File: config.mk
export PLATFORM = sky130hd
export DESIGN_NAME = seq_shifter_flat
export DESIGN_NICKNAME = d
export VERILOG_FILES = /design/src/rtl/seq_shifter_if.sv /design/src/rtl/seq_shifter.sv /design/src/flat_wrapper.sv
export SDC_FILE = /design/constraint.sdc
export NUM_CORES = 1
export LEC_CHECK = 0
export BUFFER_PORTS_ARGS = -buffer_cell sky130_fd_sc_hd__buf_2
export CORE_MARGIN = 1.5
export CORE_UTILIZATION = 56
export DETAILED_ROUTE_END_ITERATION = 6
export MAX_ROUTING_LAYER = met4
export PLACE_DENSITY = 0.85
export SYNTH_ARGS = -nofsm -noshare
export SYNTH_HDL_FRONTEND = slang
export SYNTH_SLANG_ARGS = --single-unit
File: constraint.sdc
create_clock -name clk -period 2.5 [get_ports clk]
set_input_delay 0 -clock clk [delete_from_list [all_inputs] [get_ports clk]]
set_output_delay 0 -clock clk [all_outputs]
set_load 0.005 [all_outputs]
File: src/rtl/seq_shifter_if.sv
// Request/response bundle for seq_shifter: valid/ready request and result channels.
// carry_out exists only when SEQ_SHIFTER_CARRY_EN is defined.
interface seq_shifter_if #(
   parameter int WIDTH = 16,
   parameter int AMT_W = $clog2(WIDTH)
);
   logic             in_valid;
   logic             in_ready;
   logic [WIDTH-1:0] shift_in;
   logic [2:0]       shift_op;
   logic [AMT_W-1:0] shift_amt;
   logic             out_valid;
   logic             out_ready;
   logic [WIDTH-1:0] shift_out;
`ifdef SEQ_SHIFTER_CARRY_EN
   logic             carry_out;
`endif

   modport master (
      output in_valid, shift_in, shift_op, shift_amt, out_ready,
`ifdef SEQ_SHIFTER_CARRY_EN
      input  carry_out,
`endif
      input  in_ready, out_valid, shift_out
   );

   modport slave (
      input  in_valid, shift_in, shift_op, shift_amt, out_ready,
`ifdef SEQ_SHIFTER_CARRY_EN
      output carry_out,
`endif
      output in_ready, out_valid, shift_out
   );
endinterface

File: src/rtl/seq_shifter.sv
// Multi-cycle shifter: LSL/LSR/ASR/ROL/ROR by 0..WIDTH-1, one bit per clock, valid/ready both sides.
// Optional carry_out of the last bit shifted out is enabled by defining SEQ_SHIFTER_CARRY_EN.
module seq_shifter #(
   parameter int WIDTH = 16,
   parameter int AMT_W = $clog2(WIDTH)
) (
   input logic          clk,
   input logic          reset,
   seq_shifter_if.slave bus
);

   typedef enum logic [1:0] {ST_IDLE, ST_SHIFT, ST_DONE} state_e;
   typedef enum logic [2:0] {
      OP_PASS = 3'd0, OP_LSL = 3'd1, OP_LSR = 3'd2,
      OP_ASR  = 3'd3, OP_ROL = 3'd4, OP_ROR = 3'd5
   } op_e;

   state_e           state_q, state_d;
   op_e              op_q, op_d;
   logic [WIDTH-1:0] work_q, work_d;
   logic [AMT_W-1:0] cnt_q, cnt_d;
   logic [WIDTH-1:0] step_val;
   logic             accept_shift;
`ifdef SEQ_SHIFTER_CARRY_EN
   logic             carry_q, carry_d;
   logic             step_bit;
`endif

   assign accept_shift = (bus.shift_op inside {[3'd1:3'd5]}) && (bus.shift_amt != '0);

   // One-bit step of the working register for the latched op.
   always_comb begin
      step_val = work_q;
`ifdef SEQ_SHIFTER_CARRY_EN
      step_bit = carry_q;
`endif
      case (op_q)
         OP_LSL: step_val = {work_q[WIDTH-2:0], 1'b0};
         OP_LSR: step_val = {1'b0, work_q[WIDTH-1:1]};
         OP_ASR: step_val = {work_q[WIDTH-1], work_q[WIDTH-1:1]};
         OP_ROL: step_val = {work_q[WIDTH-2:0], work_q[WIDTH-1]};
         OP_ROR: step_val = {work_q[0], work_q[WIDTH-1:1]};
         default: step_val = work_q;
      endcase
`ifdef SEQ_SHIFTER_CARRY_EN
      case (op_q)
         OP_LSL, OP_ROL:         step_bit = work_q[WIDTH-1];
         OP_LSR, OP_ASR, OP_ROR: step_bit = work_q[0];
         default:                step_bit = carry_q;
      endcase
`endif
   end

   always_comb begin
      // NOTE: every signal gets a default first so no path through the case infers a latch.
      state_d = state_q;
      op_d    = op_q;
      work_d  = work_q;
      cnt_d   = cnt_q;
`ifdef SEQ_SHIFTER_CARRY_EN
      carry_d = carry_q;
`endif
      case (state_q)
         ST_IDLE: begin
            if (bus.in_valid) begin
               work_d  = bus.shift_in;
               state_d = ST_SHIFT;
`ifdef SEQ_SHIFTER_CARRY_EN
               carry_d = 1'b0;
`endif
               // Non-shifting requests take one identity step so latency is always max(amt,1).
               if (accept_shift) begin
                  op_d  = op_e'(bus.shift_op);
                  cnt_d = bus.shift_amt;
               end else begin
                  op_d  = OP_PASS;
                  cnt_d = AMT_W'(1);
               end
            end
         end
         ST_SHIFT: begin
            work_d = step_val;
            cnt_d  = cnt_q - 1'b1;
`ifdef SEQ_SHIFTER_CARRY_EN
            carry_d = step_bit;
`endif
            if (cnt_q == AMT_W'(1)) state_d = ST_DONE;
         end
         ST_DONE: begin
            if (bus.out_ready) state_d = ST_IDLE;
         end
         default: state_d = ST_IDLE;
      endcase
   end

   // NOTE: sequential state uses non-blocking assignments so all flops update together at the edge.
   always_ff @(posedge clk or posedge reset) begin
      if (reset) begin
         state_q <= ST_IDLE;
         op_q    <= OP_PASS;
         work_q  <= '0;
         cnt_q   <= '0;
`ifdef SEQ_SHIFTER_CARRY_EN
         carry_q <= 1'b0;
`endif
      end else begin
         state_q <= state_d;
         op_q    <= op_d;
         work_q  <= work_d;
         cnt_q   <= cnt_d;
`ifdef SEQ_SHIFTER_CARRY_EN
         carry_q <= carry_d;
`endif
      end
   end

   assign bus.in_ready  = (state_q == ST_IDLE);
   assign bus.out_valid = (state_q == ST_DONE);
   assign bus.shift_out = work_q;
`ifdef SEQ_SHIFTER_CARRY_EN
   assign bus.carry_out = carry_q;
`endif

endmodule

File: src/flat_wrapper.sv
// flat-port wrapper written by rule: the top's interface ports become plain ports
module seq_shifter_flat 
#(
   parameter int WIDTH = 16,
   parameter int AMT_W = $clog2(WIDTH)
)
  (clk, reset, bus_in_valid, bus_shift_in, bus_shift_op, bus_shift_amt, bus_out_ready, bus_in_ready, bus_out_valid, bus_shift_out);
  seq_shifter_if #(.WIDTH(WIDTH), .AMT_W(AMT_W)) bus_i ();
  input logic clk;
  input logic reset;
  input wire logic [$bits(bus_i.in_valid)-1:0] bus_in_valid;
  input wire logic [$bits(bus_i.shift_in)-1:0] bus_shift_in;
  input wire logic [$bits(bus_i.shift_op)-1:0] bus_shift_op;
  input wire logic [$bits(bus_i.shift_amt)-1:0] bus_shift_amt;
  input wire logic [$bits(bus_i.out_ready)-1:0] bus_out_ready;
  output wire logic [$bits(bus_i.in_ready)-1:0] bus_in_ready;
  output wire logic [$bits(bus_i.out_valid)-1:0] bus_out_valid;
  output wire logic [$bits(bus_i.shift_out)-1:0] bus_shift_out;
  assign bus_i.in_valid = bus_in_valid;
  assign bus_i.shift_in = bus_shift_in;
  assign bus_i.shift_op = bus_shift_op;
  assign bus_i.shift_amt = bus_shift_amt;
  assign bus_i.out_ready = bus_out_ready;
  assign bus_in_ready = bus_i.in_ready;
  assign bus_out_valid = bus_i.out_valid;
  assign bus_shift_out = bus_i.shift_out;
  seq_shifter #(.WIDTH(WIDTH), .AMT_W(AMT_W)) u_core (.clk(clk), .reset(reset), .bus(bus_i));
endmodule
Word level (Yosys, flattened, before mapping)
Index checks and enable logic that the tools add are counted.
{ "word_totals": {"in_bits": 27, "word_cells": 43, "reg_bits": 25, "output_inout_bits": 18} }
{ "classes": {"magnitude_cmp": 2, "addsub": 1, "reduce_logical": 10, "eq_ne": 14, "n_mux": 11} }
{ "op_table": {"columns": ["op", "count"], "rows": [
  ["$pmux 16 s5", 1],
  ["$pmux 16 s2", 1],
  ["$mux 16", 1],
  ["$mux 4", 2],
  ["$pmux 4 s2", 1],
  ["$eq 3x2->1 const B", 2],
  ["$eq 3x3->1 const B", 2],
  ["$mux 2", 3],
  ["$ne 2x2->1 const B", 3],
  ["$ne 6x6->1 const B", 1],
  ["$pmux 2 s3", 1],
  ["$reduce_and 3->1", 2],
  ["$ne 5x5->1 const B", 1],
  ["$eq 4x1->1 const B", 1],
  ["$reduce_and 2->1", 2],
  ["$reduce_and 4->1", 1],
  ["$reduce_bool 4->1", 1],
  ["$sub 4x1->4 const B", 1],
  ["$eq 3x1->1 const B", 1],
  ["$ge 3x1->1 const B", 1],
  ["$le 3x3->1 const B", 1],
  ["$mux 3", 1],
  ["$eq 2x1->1 const B", 1],
  ["$eq 2x2->1 const B", 1],
  ["4 further kinds", 5]
]} }

Logic depth before layout (Yosys ltp)
Gate-level depths: netlist of the first run.
{ "depth": {"depth_word": 6, "mapped_depth": 6, "mapped_depth_nobuf": 6} }

Worst setup path after synthesis of the first run
OpenSTA, ideal clock, no wires.
{ "synth_path": {"path_type": "flip-flop to flip-flop", "start": "reg u_core.op_q[1]", "end": "reg u_core.work_q[12], in the netlist u_core.bus.shift_out[12]", "setup_slack_ns": 1.006, "t_arrival_ns": 1.412, "stages_incl_launch_ff": 6, "path_buffers": 1, "required_ns": 2.419, "setup_ns": 0.081, "synth_period_minus_slack_ns": 1.494, "cell_sequence": "dfrtp_1 > nand3b_2 > o21ai_4 > buf_6 > mux2_2 > a31oi_2"} }
{ "synth_between": {"elab_chain_cells": 3, "word_cells_on_any_way": 9, "classes_between": "eq/ne: 6; mux: 2; reduce/logical: 1"} }
{ "synth_lines": {"columns": ["element", "line", "source"], "rows": [
  ["start, declared", "seq_shifter.sv:19", "op_e op_q, op_d;"],
  ["start signal, assigned", "seq_shifter.sv:108", "op_q <= op_d;"],
  ["$eq 3x3->1, or another cell as far along", "seq_shifter.sv:37", "case (op_q)"],
  ["$pmux 16 s5 or $ne 6x6->1 (tied branches)", null, null],
  ["$pmux 16 s2 or $reduce_and 3->1 (tied branches)", null, null],
  ["end signal, assigned", "seq_shifter.sv:109", "work_q <= work_d;"],
  ["end, declared", "seq_shifter.sv:20", "logic [WIDTH-1:0] work_q, work_d;"]
]} }
Several ways; a longest one is shown, not always the timed one.
A chain may end at the register's enable or synchronous reset.

Worst setup path in the final report of the first run
{ "layout_path": {"start": "reg u_core.state_q[1]", "end": "reg u_core.op_q[2]"} }
{ "layout_between": {"elab_chain_cells": 2} }
{ "layout_lines": {"columns": ["element", "line", "source"], "rows": [
  ["start, declared", "seq_shifter.sv:18", "state_e state_q, state_d;"],
  ["start signal, assigned", "seq_shifter.sv:107", "state_q <= state_d;"],
  ["$logic_not 2->1", "seq_shifter.sv:63", "case (state_q)"],
  ["$reduce_and 2->1 (no source line)", null, null]
]} }
Every way passes these cells.

==> impl_metrics.ini, run 1 <==
[outcome]
status = finished clean

[power_and_ir_drop]
ir_drop_v = 0.000975
switchingPower_uw = 1220
power.internal_uw = 1490
power_frac_seq_pct = 30.0
pwr-share-comb_pct = 62.8
pwr-share-clk_pct = 7.2
powerDensity_nw_per_um2 = 1330
p_sw_share_pct = 44.9
power_leakage_uw = 0.000926

[global_routing]
grt_pass1_wl_um = 6300
gr-total-overflow = 0
grt_max_degree = 30
grt_pass1_vias = 1445
grt_antenna_before_repair = 0
grt_use_total_pct = 25.6

[yosys]
ys_ff_latch = 25
synth_commonest_cells = 39 x nand2_1, 25 x dfrtp_1, 19 x nor2_1
synth_flop_cell = dfrtp_1
synth_edf_count = 0
async_reset_ff_share_pct = 100
synthTopCellsByArea = dfrtp_1 39%, mux2_2 9.8%, nand2_1 9.1%, a31oi_2 7.8%, nor2_1 4.4%
syn_area_per_cell_um2 = 9.33
yosys.area.top_type = dfrtp_1
synth_top_area_share_pct = 38.8
yosysSeqAreaShare_pct = 38.8
syn-instance-count = 173
synth.most_common_cell = nand2_1
synth_area_um2 = 1610
synth.distinct_cells = 43
syn-num-nets = 202
ys_warn_count = 0

[cells_and_area]
final_nets = 265
drive_gt1_share_pct = 33.6
final_cells = 266
antenna_cells = 0
area_delta_synth_final_pct = 26.7

[setup_path]
r2r_cells = 3
endpoint_kind = flop
ff2ff_setup_slack_ns = 0.45
crit_start = u_core.state_q[1]$_DFFE_PP0P_
rr_endpoint = u_core.op_q[2]$_DFFE_PP0P_
worstReg2RegStart = u_core.state_q[1]$_DFFE_PP0P_
crit_fanout = 10
cp.required_ns = 2.78
cp-start-kind = flop
crit_path_end = u_core.op_q[2]$_DFFE_PP0P_
cp.arrival_ns = 2.33
critPathKind = reg2reg

[timing]
finalHoldViolCount = 0
rsz0062_at_grt = false
tightestPinTransition_ns = 0.954
slew_headroom_pct = 36.4
report.final.slew_viol_count = 0
fin_hold_ws_ns = 0.00582
tns_ns = 0
timing.fmax_ghz = 0.488
setup_viol = 0
fin_crit_ns = 2.05
finalCritPeriodShare_pct = 81.9
worst_slack_ns = 0.451
skew_ns = 0.0126

[flow_run]
cap_violations = 0

[min_path]
min_path_cells = 4
holdCritPathClass = in2reg
hp-start = bus_shift_amt[1]

[clock_tree]
cts_tree = done
insertion_delay_ns = 0.34
clkTransAtPathRegs_ns = 0.15
cts_resized = 0
cts_hold_buf = 21
numCtsBuffers = 3
cts_sinks = 25
htreeDepth = 1
cts_max_path_buffers = 2
cts_root_buf = clkbuf_4
postCtsSetupBuffers = 0

[route]
wl_met1_um = 1570
drc = 0
drtIter0Drc = 66
met3WireLength_um = 167
via_count = 1477
viasPerCell = 5.55
top_layer_used = met4
ant_nets = 0
wl_um = 3690
route.met2.wl_um = 1900
drt_pass1_iterations = 4
wire_per_inst_um = 13.9

[place]
pre_cts_slack_ns = 0.633
dp.cells = 241
io_buffers = 44
routabilityCongestion = 0.802
hpwl_um = 2470

[floorplanning]
row_count = 19
die-width_um = 56.7
die-area_um2 = 3210
coreArea_um2 = 2730
die_h_um = 56.7
start_util_pct = 59.0
ios = 45
[through the flow]
step	area (µm²)	power, µW	utilization [%]
floorplan	1610	2220	-
global placement	1810	2440	66.1
detailed placement	1810	2500	66.1
CTS	2040	2720	74.8
global route	2040	2970	74.8
finish	2040	2710	74.8
[sequential cells by signal, summed over array words and instances, names as in the netlist]
register and count:
u_core.bus.shift_out 16, u_core.state_q 2, u_core.op_q 3, u_core.cnt_q 4
[layer usage]
| metal | track usage, % | vias up |
|---|---|---|
| met5 | - | - |
| met4 | 7.14 | 0 |
| met3 | 3.23 | 5 |
| met2 | 44.9 | 47 |
| met1 | 30.8 | 687 |
| li1 | - | 738 |
[power by group through the flow]
stage / registers, µW / clock network, µW / logic (µW)
3_3_place_gp: 815 / 0 / 1620
6_report: 813 / 196 / 1700
4_1_cts: 817 / 194 / 1710
3_5_place_dp: 826 / 0 / 1670
5_1_grt: 849 / 208 / 1910
2_1_floorplan: 799 / 0 / 1420
[cell families (layout without fill, tap and decap cells)]
logic type               after synthesis  after routing  synth area share (%)
flip-flops                            25             25                  38.8
AO/OA/AOI/OAI                         36             36                  20.6
adder cells (fa/ha/maj)                2              2                  1.55
AND/OR/NAND/NOR                       76             76                  21.5
multiplexers                          14             14                  9.77
buffers and inverters                 20             82                  7.83
[final cells by class]
type,count,area [µm²]
clock buffer,3,22.5
clock inverter,1,5.00
fill,206,689
inverter,10,37.5
multi-input combinational,128,862
sequential,25,626
tap,31,38.8
timing repair buffer,68,453
[how the worst min path moves through the flow]
stage | slack [ns] | endpoint
after floorplan | 0.03 | u_core.bus.shift_out[0]$_DFFE_PP0P_
after global placement | 0.22 | u_core.op_q[1]$_DFFE_PP0P_
after detailed placement | 0.22 | u_core.op_q[2]$_DFFE_PP0P_
after CTS | 0.007 | u_core.bus.shift_out[14]$_DFFE_PP0P_
after global routing | 0.02 | u_core.bus.shift_out[14]$_DFFE_PP0P_
final | 0.006 | u_core.cnt_q[1]$_DFFE_PP0P_
[worst max-delay path: stages, from the launching register on]
cell and delay (ns):
dfrtp_1 0.47, or3b_1 0.57, o41ai_1 0.35, dlygate4sd3_1 0.59
[cell usage in the layout, fill, tap and decap left out, drive strengths merged, types with 2 or more instances in the layout]
cell type	n
mux2	14
o221ai	2
o21ai	6
dfrtp	25
nand2b	2
dlygate4sd3	21
buf	47
o41ai	3
nor3	4
a21oi	2
inv	10
nor2	19
a31oi	13
nand2	39
ha	2
o22a	2
clkbuf	3
o31ai	2
Power figures use the tool's default switching activity.
==> inputs of run 2 (changes only) <==
--- a/config.mk
+++ b/config.mk
@@ -5,12 +5,13 @@
 export SDC_FILE = /design/constraint.sdc
 export NUM_CORES = 1
 export LEC_CHECK = 0
+export ABC_AREA = 1
 export BUFFER_PORTS_ARGS = -buffer_cell sky130_fd_sc_hd__buf_2
 export CORE_MARGIN = 1.5
-export CORE_UTILIZATION = 56
+export CORE_UTILIZATION = 53
 export DETAILED_ROUTE_END_ITERATION = 6
 export MAX_ROUTING_LAYER = met4
-export PLACE_DENSITY = 0.85
+export PLACE_DENSITY = 0.8
 export SYNTH_ARGS = -nofsm -noshare
 export SYNTH_HDL_FRONTEND = slang
 export SYNTH_SLANG_ARGS = --single-unit
==> constraint.sdc (replaced) <==
create_clock -name clk -period 2.06 [get_ports clk]
set_input_delay 0 -clock clk [delete_from_list [all_inputs] [get_ports clk]]
set_output_delay 0 -clock clk [all_outputs]
set_load 0.005 [all_outputs]
==> run 2 against run 1 <==
Effect of this change: synthesized cell count up 61%; global-route usage down 0.13 points; clock skew down 0.0096 ns; highest routed layer unchanged; synthesized area up 10%; wire length up 14%; critical path depth up 5; first-iteration DRC count up 7.6%.
==> impl_metrics.ini, run 2 <==
[outcome]
status = finished clean

[yosys]
yosysSeqAreaShare_pct = 35.2
synthTopCellsByArea = dfrtp_1 35%, nand2_1 14%, nor2_1 13%, nand3_1 7.9%, inv_1 6.5%
synth.distinct_cells = 21
synth_commonest_cells = 66 x nand2_1, 62 x nor2_1, 31 x inv_1
syn_area_per_cell_um2 = 6.40
yosys.area.top_type = dfrtp_1
synth_flop_cell = dfrtp_1
synth_area_um2 = 1780
synth.most_common_cell = nand2_1
async_reset_ff_share_pct = 100
syn-instance-count = 278
synth_edf_count = 0
syn-num-nets = 307
ys_ff_latch = 25
synth_top_area_share_pct = 35.2
ys_warn_count = 0

[floorplanning]
row_count = 20
die-area_um2 = 3710
ios = 45
die-width_um = 60.9
start_util_pct = 56.9
coreArea_um2 = 3130
die_h_um = 60.9

[place]
place_area_um2 = 2030
io_buffers = 44
routabilityCongestion = 0.872
hpwl_um = 2730

[route]
drtIter0Drc = 71
via_count = 1898
drt_pass1_iterations = 4
ant_nets = 0
wl_um = 4220
drc = 0
wire_per_inst_um = 11.0
viasPerCell = 4.94

[clock_tree]
htreeDepth = 1
cts_sinks = 25
insertion_delay_ns = 0.33
postCtsSetupBuffers = 0
cts_hold_buf = 21
cts_resized = 0
numCtsBuffers = 3
cts_tree = done
cts_max_path_buffers = 2
cts_root_buf = clkbuf_4
clkTransAtPathRegs_ns = 0.15

[timing]
fin_hold_ws_ns = 0.00441
finalCritPeriodShare_pct = 81.5
finalHoldViolCount = 0
rsz0062_at_grt = false
timing.fmax_ghz = 0.596
fin_crit_ns = 1.68
report.final.slew_viol_count = 0
skew_ns = 0.00304
tns_ns = 0
slew_headroom_pct = 75.5
setup_viol = 0
tightestPinTransition_ns = 0.368

[cells_and_area]
antenna_cells = 0
fin_util_pct = 72.5
area_delta_synth_final_pct = 27.4
final_cell_mix = 66 x nand2_1, 62 x nor2_1, 44 x buf_2
drive_gt1_share_pct = 21.5
final_nets = 370
final_common_cell = nand2_1
fin_area_um2 = 2270
largest_register_ffs = 16

[global_routing]
grt_use_total_pct = 25.5
grt_pass1_vias = 1695
grt_pass1_wl_um = 6970
grt_antenna_before_repair = 0
gr-total-overflow = 0
grt_max_degree = 30

[power_and_ir_drop]
totalPowerFinal_uw = 3740
ir_drop_v = 0.00166
powerDensity_nw_per_um2 = 1650
power_leakage_uw = 0.00125

[setup_path]
cp.arrival_ns = 1.92
critPathKind = reg2reg
cp.required_ns = 2.30
cp_common_cell = nor2_1
cp-start-kind = flop
endpoint_kind = flop
crit_chain = inv_2 > nor2_8 > nand3_2 > nand2_2 > buf_12 > nand2_1 > nor2_1 > nor2_1
slowest_stage = dfrtp_1
slowest_delay_ns = 0.49
crit_fanout = 29

[flow_run]
cap_violations = 0

[min_path]
holdCritPathClass = in2reg
## run 2: cell types whose count changed after synthesis, sizes merged, moves of 13 or more
cell,before,now
nor2,19,73
nand2,39,70
nand3,1,29
inv,10,33
a21oi,2,19
mux2,14,0
a31oi,13,0
## run 2: stage by stage
| stage | std cells | setup slack (ns) |
|---|---|---|
| 4_1_cts | 384 | 0.405 |
| 6_report | 384 | 0.381 |
| 3_5_place_dp | 359 | 0.421 |
| 2_1_floorplan | 278 | 0.729 |
| 3_3_place_gp | 359 | 0.499 |
| 5_1_grt | 384 | 0.248 |
## run 2: critical path: cells and delay by family, from the launching register on
kind / cells / cell delay (ns)
and+or+nand+nor: 6 / 0.81
buffers and inverters: 2 / 0.27
DFF: 1 / 0.49
## run 2: logic make-up after synthesis
group / count (synthesis) / share of synthesized area [%]
simple gates: 179 / 44.2
flops: 25 / 35.2
fa+ha+maj: 2 / 1.41
buf+inv: 45 / 11.2
compound gates: 27 / 8.02
## run 2: power breakdown
group / internal, µW / switching, µW
combinational: 986 / 1460
clock: 73.0 / 163
sequential: 764 / 293
total: 1820 / 1920
## run 2: per-layer routing
| metal | global-route usage (%) | vias up | routed length (µm) |
|---|---|---|---|
| met1 | 29.1 | 861 | 1850 |
| met2 | 45.5 | 41 | 2140 |
| met4 | 7.14 | 0 | 53 |
| met5 | - | - | 0 |
| met3 | 4.48 | 6 | 168 |
| li1 | - | 990 | - |
## run 2: final timing paths
path | slack [ns] | cells after the start | from | end
worst max-delay path | 0.38 | 8 | u_core.state_q[0]$_DFFE_PP0P_ | u_core.bus.shift_out[6]$_DFFE_PP0P_
worst min-delay path | 0.004 | 5 | bus_shift_in[6] | u_core.bus.shift_out[6]$_DFFE_PP0P_
worst max register to register | 0.38 | 8 | u_core.state_q[0]$_DFFE_PP0P_ | u_core.bus.shift_out[6]$_DFFE_PP0P_
worst min register to register | 0.56 | 2 | u_core.cnt_q[3]$_DFFE_PP0P_ | u_core.cnt_q[3]$_DFFE_PP0P_
max in group asynchronous | 1.57 | 4 | reset | u_core.op_q[2]$_DFFE_PP0P_
min in group asynchronous | 0.24 | 4 | reset | u_core.bus.shift_out[10]$_DFFE_PP0P_
## run 2: area by class of cell
| class | count | area, µm² |
|---|---|---|
| Timing Repair Buffer | 70 | 480 |
| Clock inverter | 1 | 5.00 |
| Tap cell | 44 | 55.1 |
| Multi-Input combinational cell | 208 | 955 |
| Sequential cell | 25 | 626 |
| Inverter | 33 | 124 |
| Fill cell | 271 | 861 |
| Clock buffer | 3 | 22.5 |
==> inputs of run 3 (changes only) <==
--- a/config.mk
+++ b/config.mk
@@ -8,10 +8,10 @@
 export ABC_AREA = 1
 export BUFFER_PORTS_ARGS = -buffer_cell sky130_fd_sc_hd__buf_2
 export CORE_MARGIN = 1.5
-export CORE_UTILIZATION = 53
+export CORE_UTILIZATION = 48
 export DETAILED_ROUTE_END_ITERATION = 6
 export MAX_ROUTING_LAYER = met4
-export PLACE_DENSITY = 0.8
+export PLACE_DENSITY = 0.76
 export SYNTH_ARGS = -nofsm -noshare
 export SYNTH_HDL_FRONTEND = slang
 export SYNTH_SLANG_ARGS = --single-unit
==> constraint.sdc (replaced) <==
create_clock -name clk -period 1.5 [get_ports clk]
set_input_delay 0 -clock clk [delete_from_list [all_inputs] [get_ports clk]]
set_output_delay 0 -clock clk [all_outputs]
set_load 0.005 [all_outputs]
==> run 3 against run 2 <==
Effect of this change: the run now ends with hold timing left; register-to-register slack lost 0.26 ns; clock skew grew 0.00056 ns; hold slack worse by 0.011 ns; non-clock buffer count decreased by 10; cell area is 2.2% lower; die area increased by 9.9%; via count grew 0.68%; global-route usage is 3.8 points lower; sequential power up 39%; sequential share of layout area increased by 0.74 points; setup slack got worse by 0.26 ns; first-iteration DRC count increased by 140%.
==> impl_metrics.ini, run 3 (synthesis gave the netlist of run 2 again) <==
[cells_and_area]
final_common_cell = nand2_1
final.fill_count = 326
antenna_cells = 0
area_delta_synth_final_pct = 24.6
final_nets = 360
largest_register_ffs = 16
final_cell_mix = 66 x nand2_1, 62 x nor2_1, 44 x buf_2
drive_gt1_share_pct = 25.2

[timing]
report.final.slew_viol_count = 0
timing.fmax_ghz = 0.727
rsz0062_at_grt = false
tns_ns = 0
worst_slack_ns = 0.125
tightestPinTransition_ns = 0.340
finalHoldViolCount = 1
slew_headroom_pct = 77.4
fin_crit_ns = 1.37
finalCritPeriodShare_pct = 91.6
fin_hold_ws_ns = -0.00620
setup_viol = 0
skew_ns = 0.00360

[power_and_ir_drop]
p_sw_share_pct = 49.0
pwr-share-clk_pct = 7.2
pwr-share-comb_pct = 67.1
ir_drop_v = 0.00122
power.internal_uw = 2920
powerDensity_nw_per_um2 = 2580
power_leakage_uw = 0.00124
power_frac_seq_pct = 25.7
switchingPower_uw = 2800

[place]
pre_cts_slack_ns = 0.0769
routabilityCongestion = 0.957
io_buffers = 44
hpwl_um = 3070

[global_routing]
grt_use_total_pct = 21.7
grt_pass1_vias = 1697
met2_usage_pct = 36.6
grt_pass1_wl_um = 7030
grt_use_met3_pct = 2.29
grt_antenna_before_repair = 0
gr-total-overflow = 0
use_met1_pct = 27.4
grt.busiest_layer = met2
grt_max_degree = 30

[floorplanning]
start_util_pct = 51.7
coreArea_um2 = 3440
die-area_um2 = 4080
die-width_um = 63.9
row_count = 21
ios = 45
die_h_um = 63.9

[route]
drt_pass1_iterations = 4
wl_um = 4260
wire_per_inst_um = 11.3
via_count = 1911
drc = 0
ant_nets = 0
drtIter0Drc = 170
viasPerCell = 5.08

[flow_run]
cap_violations = 0

[clock_tree]
cts_root_buf = clkbuf_8
clkTransAtPathRegs_ns = 0.09
insertion_delay_ns = 0.27
cts_tree = done
cts_max_path_buffers = 2
htreeDepth = 1
numCtsBuffers = 3
cts_sinks = 25

[outcome]
status = finished with violations
violations = hold timing

[setup_path]
crit_chain = inv_1 > nand2_1 > nand3_2 > nand2_4 > buf_4 > nand2_1 > nor2_1 > nor2_1
cp.required_ns = 1.67
path_delay_family = simple AND/OR/NAND/NOR gates
crit_fanout = 6
cp_num_buf_inv = 2
critPathKind = reg2reg
endpoint_kind = flop
cp-start-kind = flop
slowest_delay_ns = 0.46
cp.arrival_ns = 1.54
slowest_stage = dfrtp_1

[min_path]
holdCritPathClass = in2reg
## run 3: cell types whose count changed in the layout (fill, tap and decap cells not counted), moves of 2 or more
| cell | before | now |
|---|---|---|
| buf_4 | 4 | 9 |
| clkbuf_8 | 0 | 3 |
| dlygate4sd3_1 | 21 | 3 |
| dfrtp_2 | 0 | 2 |
| clkbuf_4 | 3 | 0 |
| buf_12 | 1 | 3 |
| dfrtp_1 | 25 | 23 |
## run 3: final cells by class
| class | count | area (µm²) | area share (%) |
|---|---|---|---|
| sequential | 25 | 628 | 28.3 |
| tap | 46 | 57.6 | 2.60 |
| clock buffer | 4 | 45.0 | 2.03 |
| inverter | 33 | 124 | 5.59 |
| multi-input combinational | 208 | 960 | 43.3 |
| timing repair buffer | 60 | 403 | 18.2 |
## run 3: power groups by stage
stage	clock, µW	sequential (µW)	combinational, µW
floorplan	0	1410	2640
global placement	0	1460	3510
detailed placement	0	1470	3610
CTS	417	1450	3620
global route	441	1530	4340
finish	410	1470	3840
## run 3: final timing paths
kind / startpoint / slack [ns] / depth (start not counted) / end
max reg2reg: u_core.op_q[2]$_DFFE_PP0P_ / 0.13 / 8 / u_core.bus.shift_out[10]$_DFFE_PP0P_
min: bus_shift_op[0] / -0.006 / 3 / u_core.op_q[0]$_DFFE_PP0P_
max: u_core.op_q[2]$_DFFE_PP0P_ / 0.13 / 8 / u_core.bus.shift_out[10]$_DFFE_PP0P_
min in group asynchronous: reset / 0.33 / 4 / u_core.bus.shift_out[10]$_DFFE_PP0P_
max in group asynchronous: reset / 0.90 / 4 / u_core.state_q[1]$_DFFE_PP0P_
min reg2reg: u_core.cnt_q[1]$_DFFE_PP0P_ / 0.54 / 2 / u_core.cnt_q[1]$_DFFE_PP0P_
## run 3: per-stage QoR
stage	hold slack (ns)	util, %	instance area, µm²	std cells	power (µW)
2_1_floorplan	0.0273	-	1780	278	4050
3_3_place_gp	0.0768	61.3	2110	368	4970
3_5_place_dp	0.0715	61.3	2110	368	5070
4_1_cts	0.00417	63.5	2180	375	5490
5_1_grt	0.0225	64.4	2220	376	6310
6_report	-0.00620	64.4	2220	376	5710
## run 3: what timing repair did
item / CTS / global route
endpoints found under the hold margin: 27 / 0
gates resized for setup: 0 / 4
endpoints found under the setup margin: 0 / 9
hold buffers: 3 / 0
setup buffers: 0 / 0
## run 3: worst reg2reg max path, stage by stage, from the launching register on
cell and delay (ns):
dfrtp_1 0.46, inv_1 0.12, nand2_1 0.11, nand3_2 0.12
nand2_4 0.13, buf_4 0.15, nand2_1 0.05, nor2_1 0.10
nor2_1 0.04
## run 3: routing by layer
metal | routed length, µm | up-vias
li1 | - | 968
met1 | 1940 | 883
met2 | 2060 | 54
met3 | 207 | 6
met4 | 49 | 0
met5 | 0 | -
